--- config.mk ---
export PLATFORM = sky130hd
export DESIGN_NAME = ram_bist_flat
export DESIGN_NICKNAME = d
export VERILOG_FILES = /design/src/rtl/ram_bist_if.sv /design/src/rtl/ram_bist.sv /design/src/flat_wrapper.sv
export SDC_FILE = /design/constraint.sdc
export NUM_CORES = 1
export LEC_CHECK = 0
export CORE_MARGIN = 2
export CORE_UTILIZATION = 40
export DETAILED_ROUTE_END_ITERATION = 10
export PLACE_DENSITY = 0.76
export SYNTH_ARGS = -nofsm -noshare
export SYNTH_HDL_FRONTEND = slang
export SYNTH_SLANG_ARGS = --single-unit
--- constraint.sdc ---
create_clock -name clk_i -period 3.7 [get_ports clk_i]
set_input_delay 0.74 -clock clk_i [delete_from_list [all_inputs] [get_ports clk_i]]
set_output_delay 0.74 -clock clk_i [all_outputs]
set_load 0.005 [all_outputs]
--- src/rtl/ram_bist_if.sv ---
// ram_bist_if: RAM port bundle between the BIST engine and the RAM under test.
//   master (BIST side): drives ram_a_o, ram_we_o, ram_wd_o; samples ram_rd_i
//   slave  (RAM side) : the mirror image
interface ram_bist_if #(
  parameter int XLen = 32,
  parameter int AW   = 7
);
  logic [AW-1:0]   ram_a_o;
  logic            ram_we_o;
  logic [XLen-1:0] ram_wd_o;
  logic [XLen-1:0] ram_rd_i;
  modport master (output ram_a_o, ram_we_o, ram_wd_o, input ram_rd_i);
  modport slave  (input ram_a_o, ram_we_o, ram_wd_o, output ram_rd_i);
endinterface

--- src/rtl/ram_bist.sv ---
// ram_bist: march BIST engine (w0; up r0 w1; down r1 w0; down r0) for a single-port RAM.
//   clk_i, rst_ni       clock, async active-low reset
//   start_i             start request, honoured only in IDLE/DONE
//   busy_o, done_o      test running / test finished
//   pass_o              result valid with done_o
//   fail_addr_o/elem_o  first mismatch address and march element (0 on pass)
//   ram                 RAM port (address, write enable, write data, read data)
module ram_bist #(
  parameter int              XLen = 32,
  parameter int              NPos = 128,
  parameter logic [XLen-1:0] Bg   = 32'h5555_5555,
  localparam int             AW   = $clog2(NPos)
) (
  input  logic            clk_i,
  input  logic            rst_ni,
  input  logic            start_i,
  output logic            busy_o,
  output logic            done_o,
  output logic            pass_o,
  output logic [AW-1:0]   fail_addr_o,
  output logic [1:0]      fail_elem_o,
  ram_bist_if.master      ram
);
  localparam logic [2:0] IDLE  = 3'd0;
  localparam logic [2:0] WRITE = 3'd1;
  localparam logic [2:0] READ  = 3'd2;
  localparam logic [2:0] CHECK = 3'd3;
  localparam logic [2:0] DONE  = 3'd4;
  localparam logic [AW-1:0] AMax = AW'(NPos - 1);
  logic [2:0]    state_q, state_d;
  logic [1:0]    elem_q, elem_d, fe_q, fe_d;
  logic [AW-1:0] addr_q, addr_d, fa_q, fa_d;
  logic          pass_q, pass_d;
  logic          down, last;
  logic [XLen-1:0] exp_w;
  // Elements 2 and 3 walk downwards; "last" is the end address of the current walk.
  assign down  = elem_q[1];
  assign last  = down ? (addr_q == '0) : (addr_q == AMax);
  assign exp_w = (elem_q == 2'd2) ? ~Bg : Bg;
  assign busy_o      = (state_q == WRITE) || (state_q == READ) || (state_q == CHECK);
  assign done_o      = state_q == DONE;
  assign pass_o      = pass_q;
  assign fail_addr_o = fa_q;
  assign fail_elem_o = fe_q;
  assign ram.ram_a_o  = busy_o ? addr_q : '0;
  assign ram.ram_we_o = state_q == WRITE;
  assign ram.ram_wd_o = (state_q == WRITE) ? ((elem_q == 2'd1) ? ~Bg : Bg) : '0;
  always_comb begin
    state_d = state_q;
    elem_d  = elem_q;
    addr_d  = addr_q;
    pass_d  = pass_q;
    fa_d    = fa_q;
    fe_d    = fe_q;
    case (state_q)
      IDLE, DONE: if (start_i) begin
        state_d = WRITE;
        elem_d  = '0;
        addr_d  = '0;
        pass_d  = 1'b0;
        fa_d    = '0;
        fe_d    = '0;
      end
      // WRITE ends every address of E0..E2; E0 stays in WRITE, E1/E2 go back to READ.
      WRITE: begin
        state_d = (elem_q == 2'd0 && !last) ? WRITE : READ;
        if (last) begin
          elem_d = elem_q + 2'd1;
          addr_d = (elem_q == 2'd0) ? '0 : AMax;
        end else begin
          addr_d = down ? addr_q - 1'b1 : addr_q + 1'b1;
        end
      end
      READ: state_d = CHECK;
      CHECK: begin
        if (ram.ram_rd_i != exp_w) begin
          state_d = DONE;
          fa_d    = addr_q;
          fe_d    = elem_q;
        end else if (elem_q == 2'd3) begin
          state_d = last ? DONE : READ;
          pass_d  = last;
          addr_d  = last ? addr_q : addr_q - 1'b1;
        end else begin
          state_d = WRITE;
        end
      end
      default: state_d = IDLE;
    endcase
  end
  always_ff @(posedge clk_i or negedge rst_ni) begin
    if (!rst_ni) begin
      state_q <= IDLE;
      elem_q  <= '0;
      addr_q  <= '0;
      pass_q  <= 1'b0;
      fa_q    <= '0;
      fe_q    <= '0;
    end else begin
      state_q <= state_d;
      elem_q  <= elem_d;
      addr_q  <= addr_d;
      pass_q  <= pass_d;
      fa_q    <= fa_d;
      fe_q    <= fe_d;
    end
  end
endmodule
--- src/flat_wrapper.sv ---
// flat-port wrapper written by rule: the top's interface ports become plain ports
module ram_bist_flat 
#(
  parameter int              XLen = 32,
  parameter int              NPos = 128,
  parameter logic [XLen-1:0] Bg   = 32'h5555_5555,
  localparam int             AW   = $clog2(NPos)
)
  (clk_i, rst_ni, start_i, busy_o, done_o, pass_o, fail_addr_o, fail_elem_o, ram_ram_a_o, ram_ram_we_o, ram_ram_wd_o, ram_ram_rd_i);
  ram_bist_if #(.XLen(XLen)) ram_i ();
  input  logic clk_i;
  input  logic rst_ni;
  input  logic start_i;
  output logic busy_o;
  output logic done_o;
  output logic pass_o;
  output logic [AW-1:0] fail_addr_o;
  output logic [1:0] fail_elem_o;
  output wire logic [$bits(ram_i.ram_a_o)-1:0] ram_ram_a_o;
  output wire logic [$bits(ram_i.ram_we_o)-1:0] ram_ram_we_o;
  output wire logic [$bits(ram_i.ram_wd_o)-1:0] ram_ram_wd_o;
  input wire logic [$bits(ram_i.ram_rd_i)-1:0] ram_ram_rd_i;
  assign ram_ram_a_o = ram_i.ram_a_o;
  assign ram_ram_we_o = ram_i.ram_we_o;
  assign ram_ram_wd_o = ram_i.ram_wd_o;
  assign ram_i.ram_rd_i = ram_ram_rd_i;
  ram_bist #(.XLen(XLen), .NPos(NPos), .Bg(Bg)) u_core (.clk_i(clk_i), .rst_ni(rst_ni), .start_i(start_i), .busy_o(busy_o), .done_o(done_o), .pass_o(pass_o), .fail_addr_o(fail_addr_o), .fail_elem_o(fail_elem_o), .ram(ram_i));
endmodule
==> results.md <==
* Tot GR Track Use at a little under a fifth
* Drt drc at 0
* Worst R2R End: u_core.addr_q[4]$_DFFE_PN0P_
* H-Tree Depth at 1
* Main combinational cell family by area after synthesis: simple AND/OR/NAND/NOR gates
* CTS tree: done
* Non-Filler Instances at 365
* CP Cell Sequence: buf_4 -> inv_1 -> and3_1 -> clkdlybuf4s50_1
* Max-slew violation count at 0
* Max_slew headroom at 30.62%
* GR Layer Usage met3 at 2.646%
* Clock Latency Late Sink at around 0.27 ns
* Hold Path Class: reg2reg
* P per Cell Area at approximately 600 nW/µm²
* Commonest cells after routing, fill and taps aside: clkdlybuf4s50_1, nand2_1, dfrtp_1
* Vias at between 2000 and 2500
* Post-synthesis compound-gate area fraction at ~16%
* Routed wire length at about 5.3 mm
* Hpwl dp at ~4.2 mm
* Inst Count DP at between 300 and 400
* Worst Hold End: u_core.fail_addr_o[1]$_DFFE_PN0P_
* First-pass GRT wire length at 8.549 mm
* Detailed Routing Iterations Pass 1 at 4
* Cell Int Power at roughly 1.0 mW
* Pwr Total at 1.683 mW
* First DRT Iteration DRCs at 97
* Post-DR wirelength/cell at 14.65 µm
* I/O Pins at 87
* Initial antenna violation count at 0
* Cells after synthesis at around 240
* CP max stage delay at about 0.60 ns
* CTS resizes at 0
* Share of power burned in registers at 24.5%
* Switching part of the total at a little under two fifths
* Yosys top cell area share at 26.75%
* Critical path class: reg2out
* Post-layout nets at ~340
* CP Launch Type: flip-flop
* Num CTS Buffers at 3
* Crit Reg-Reg Startpoint: u_core.elem_q[1]$_DFFE_PN0P_
* Worst slew pin tran at between 1 and 1.5 ns
* Leading cell type in the layout, fill and taps excluded: clkdlybuf4s50_1
* Comb pwr share at between 60% and 70%
* Reg2Reg Setup Slack at 1.17 ns
* Sink Count at 22
* Clock Power Share at a little over an eighth
* PortBufs at 86
* Gp weighted congestion at between 0.9 and 1
* Leak pwr at 1.094 nW
* Final period demand of the worst path at 2.920 ns
* Met1 Use GR at 25.61%
* Number of hold buffers added after cts at 0
* Unrepaired setup endpoints after global routing: false
* Worst-path clk slew at ~0.08 ns
* Post-Synth Adder-Cell Area at ~4.3%
* CP arrival at 2.18 ns
* Worst Path Required at 2.96 ns
* Core area at about 5000 µm²
* Area Overhead vs Synth at 37.39%
* Cell area after synthesis at 2058 µm²
* Switching pwr at around 0.64 mW
* Fmax at 342.5 MHz
* Die X at 75.73 µm
* Final hold vios at 0
* Syn_area_per_cell at ~8.5 µm²
* Cell taking the most area after synthesis: dfrtp_1
* Placement Rows at 26
* Root buffer cell: clkbuf_8
* Hold Path Depth at 2
* Mux contribution to synthesized area at between 5 and 6%
* Syn Nets at between 200 and 300
* # Post-CTS Setup Buffers at 0
* Max Cap Violations at 0
* Clock skew at 0.003966 ns
* Clk buf depth at 2
* Setup crit end kind: output port
* Crit path from: u_core.state_q[1]$_DFFE_PN0P_
* N_diodes at 0
* Top fanout value on the critical path at 16
* Yosys reg bits at 22
* Fin crit share at roughly 80%
* Netlist cell types at 51
* Full die area at roughly 5700 µm²
* Worst path bufs/invs at 3
* Synth top area cells: dfrtp_1, buf_4, mux2i_1
* Crit path max-delay family: buffers and inverters
* Layout cell share with drive strength beyond 1 at 7.119%
* Xor and xnor area share after synthesis at less than 1%
* Post-synthesis simple-gate area fraction at ~31%
* Vias in the first global route at roughly 1900
* FF-to-FF path depth at 8
* Largest net degree at the start of global routing at 23
* Post-synthesis sequential area ratio at 26.75%
* Final TNS setup at 0 ns
* Die H at between 70 and 80 µm
* Total grt overflow at 0
* Outcome: completed
* Post-DRT Antenna Nets at 0
* Final setup fails at 0
* Slowest CP cell: clkdlybuf4s50_1
* Layer with the highest usage: met2
* Initial Utilization at 40.82%
* VDD IR max at around 250 µV
* Routed vias/inst at approximately 5.5
* Synth Warn # at 0
* Met2 Use GR at between 30 and 40%
* Hold Crit Start: u_core.fail_addr_o[1]$_DFFE_PN0P_
==> synthesized netlist by cell type (all sizes together) <==
| cell type | n |
|---|---|
| nor4 | 2 |
| and3 | 1 |
| and3b | 4 |
| o311ai | 1 |
| a31o | 1 |
| a41oi | 1 |
| dfrtp | 22 |
| nand2 | 28 |
| nor2b | 1 |
| nand3 | 9 |
| o221a | 1 |
| or2 | 2 |
| o21a | 4 |
| ha | 7 |
| nand2b | 2 |
| a31oi | 3 |
| mux2 | 1 |
| o22ai | 4 |
| o211ai | 2 |
| a21boi | 2 |
| xnor2 | 2 |
| nand4b | 8 |
| inv | 11 |
| nor3 | 14 |
| and4b | 1 |
| a21oi | 10 |
| o21ai | 7 |
| nor2 | 10 |
| a2111oi | 1 |
| clkbuf | 7 |
| or4b | 1 |
| a221o | 1 |
| and4 | 1 |
| mux2i | 11 |
| a22oi | 3 |
| nand4 | 3 |
| nor4bb | 8 |
| nor3b | 5 |
| and2 | 2 |
| a32o | 1 |
| o22a | 1 |
| o31ai | 2 |
| buf | 35 |
==> power by group through the flow <==
stage	Combinational (mW)	Clock, mW	Sequential (mW)
finish	1.04	0.227	0.412
global route	1.15	0.239	0.424
CTS	1.05	0.229	0.409
detailed placement	1.04	0	0.413
global placement	1.03	0	0.412
floorplan	0.696	0	0.367
==> per-stage QoR <==
stage	util [%]	instance area [µm²]	hold slack (ns)	worst slack, ns
finish	56.08	2828	0.5269	0.7803
global route	56.08	2828	0.5548	0.6251
CTS	56.08	2828	0.5332	0.7523
detailed placement	54.67	2756	0.5144	0.7816
global placement	54.67	2756	0.5136	0.8353
floorplan	-	2058	0.4444	0.7070
==> metal layers <==
metal  share of wire [%]  wire [µm]  vias up
met1                  43       2295      936
met4                0.97         52        0
li1                    -          -      962
met3                 7.9        422        9
met5                   0          0        -
met2                  48       2579      102
==> final cells by class <==
class                   count  area [µm²]
clock buffers               3       41.29
clock inverters             1       30.03
fillers                   454        2215
inverters                  11       41.29
multi-input cells         168        1186
flip-flops and latches     22       550.5
well taps                  70       87.58
repair buffers             90       890.9
==> sequential cells by signal, indices dropped and copies added (netlist names) <==
signal	cells
u_core.fail_elem_o	2
u_core.elem_q	2
u_core.pass_o	1
u_core.addr_q	7
u_core.state_q	3
u_core.fail_addr_o	7
==> worst max path at each step <==
stage,cells past startpoint,to,slack (ns)
floorplan,5,ram_ram_wd_o[10],0.71
global placement,7,u_core.addr_q[4]$_DFFE_PN0P_,0.84
detailed placement,7,u_core.addr_q[4]$_DFFE_PN0P_,0.78
CTS,4,ram_ram_wd_o[13],0.75
global route,4,ram_ram_wd_o[13],0.63
finish,4,ram_ram_wd_o[13],0.78
==> worst register-to-register path, stage by stage (launching register included) <==
cell and delay, ns:
dfrtp_1 0.38, buf_4 0.20, ha_1 0.30, nor3b_1 0.24, nand4b_1 0.14, a22oi_2 0.34
a31oi_2 0.18, or2_1 0.29, a221o_1 0.36
==> logic make-up (layout without fill, tap and decap cells) <==
logic type	after synthesis	count (layout)
compound gates	45	45
xor+xnor	2	2
fa+ha+maj	7	7
buf+inv	53	105
flops	22	22
mux	12	12
simple gates	102	102
Power figures use the tool's default switching activity.
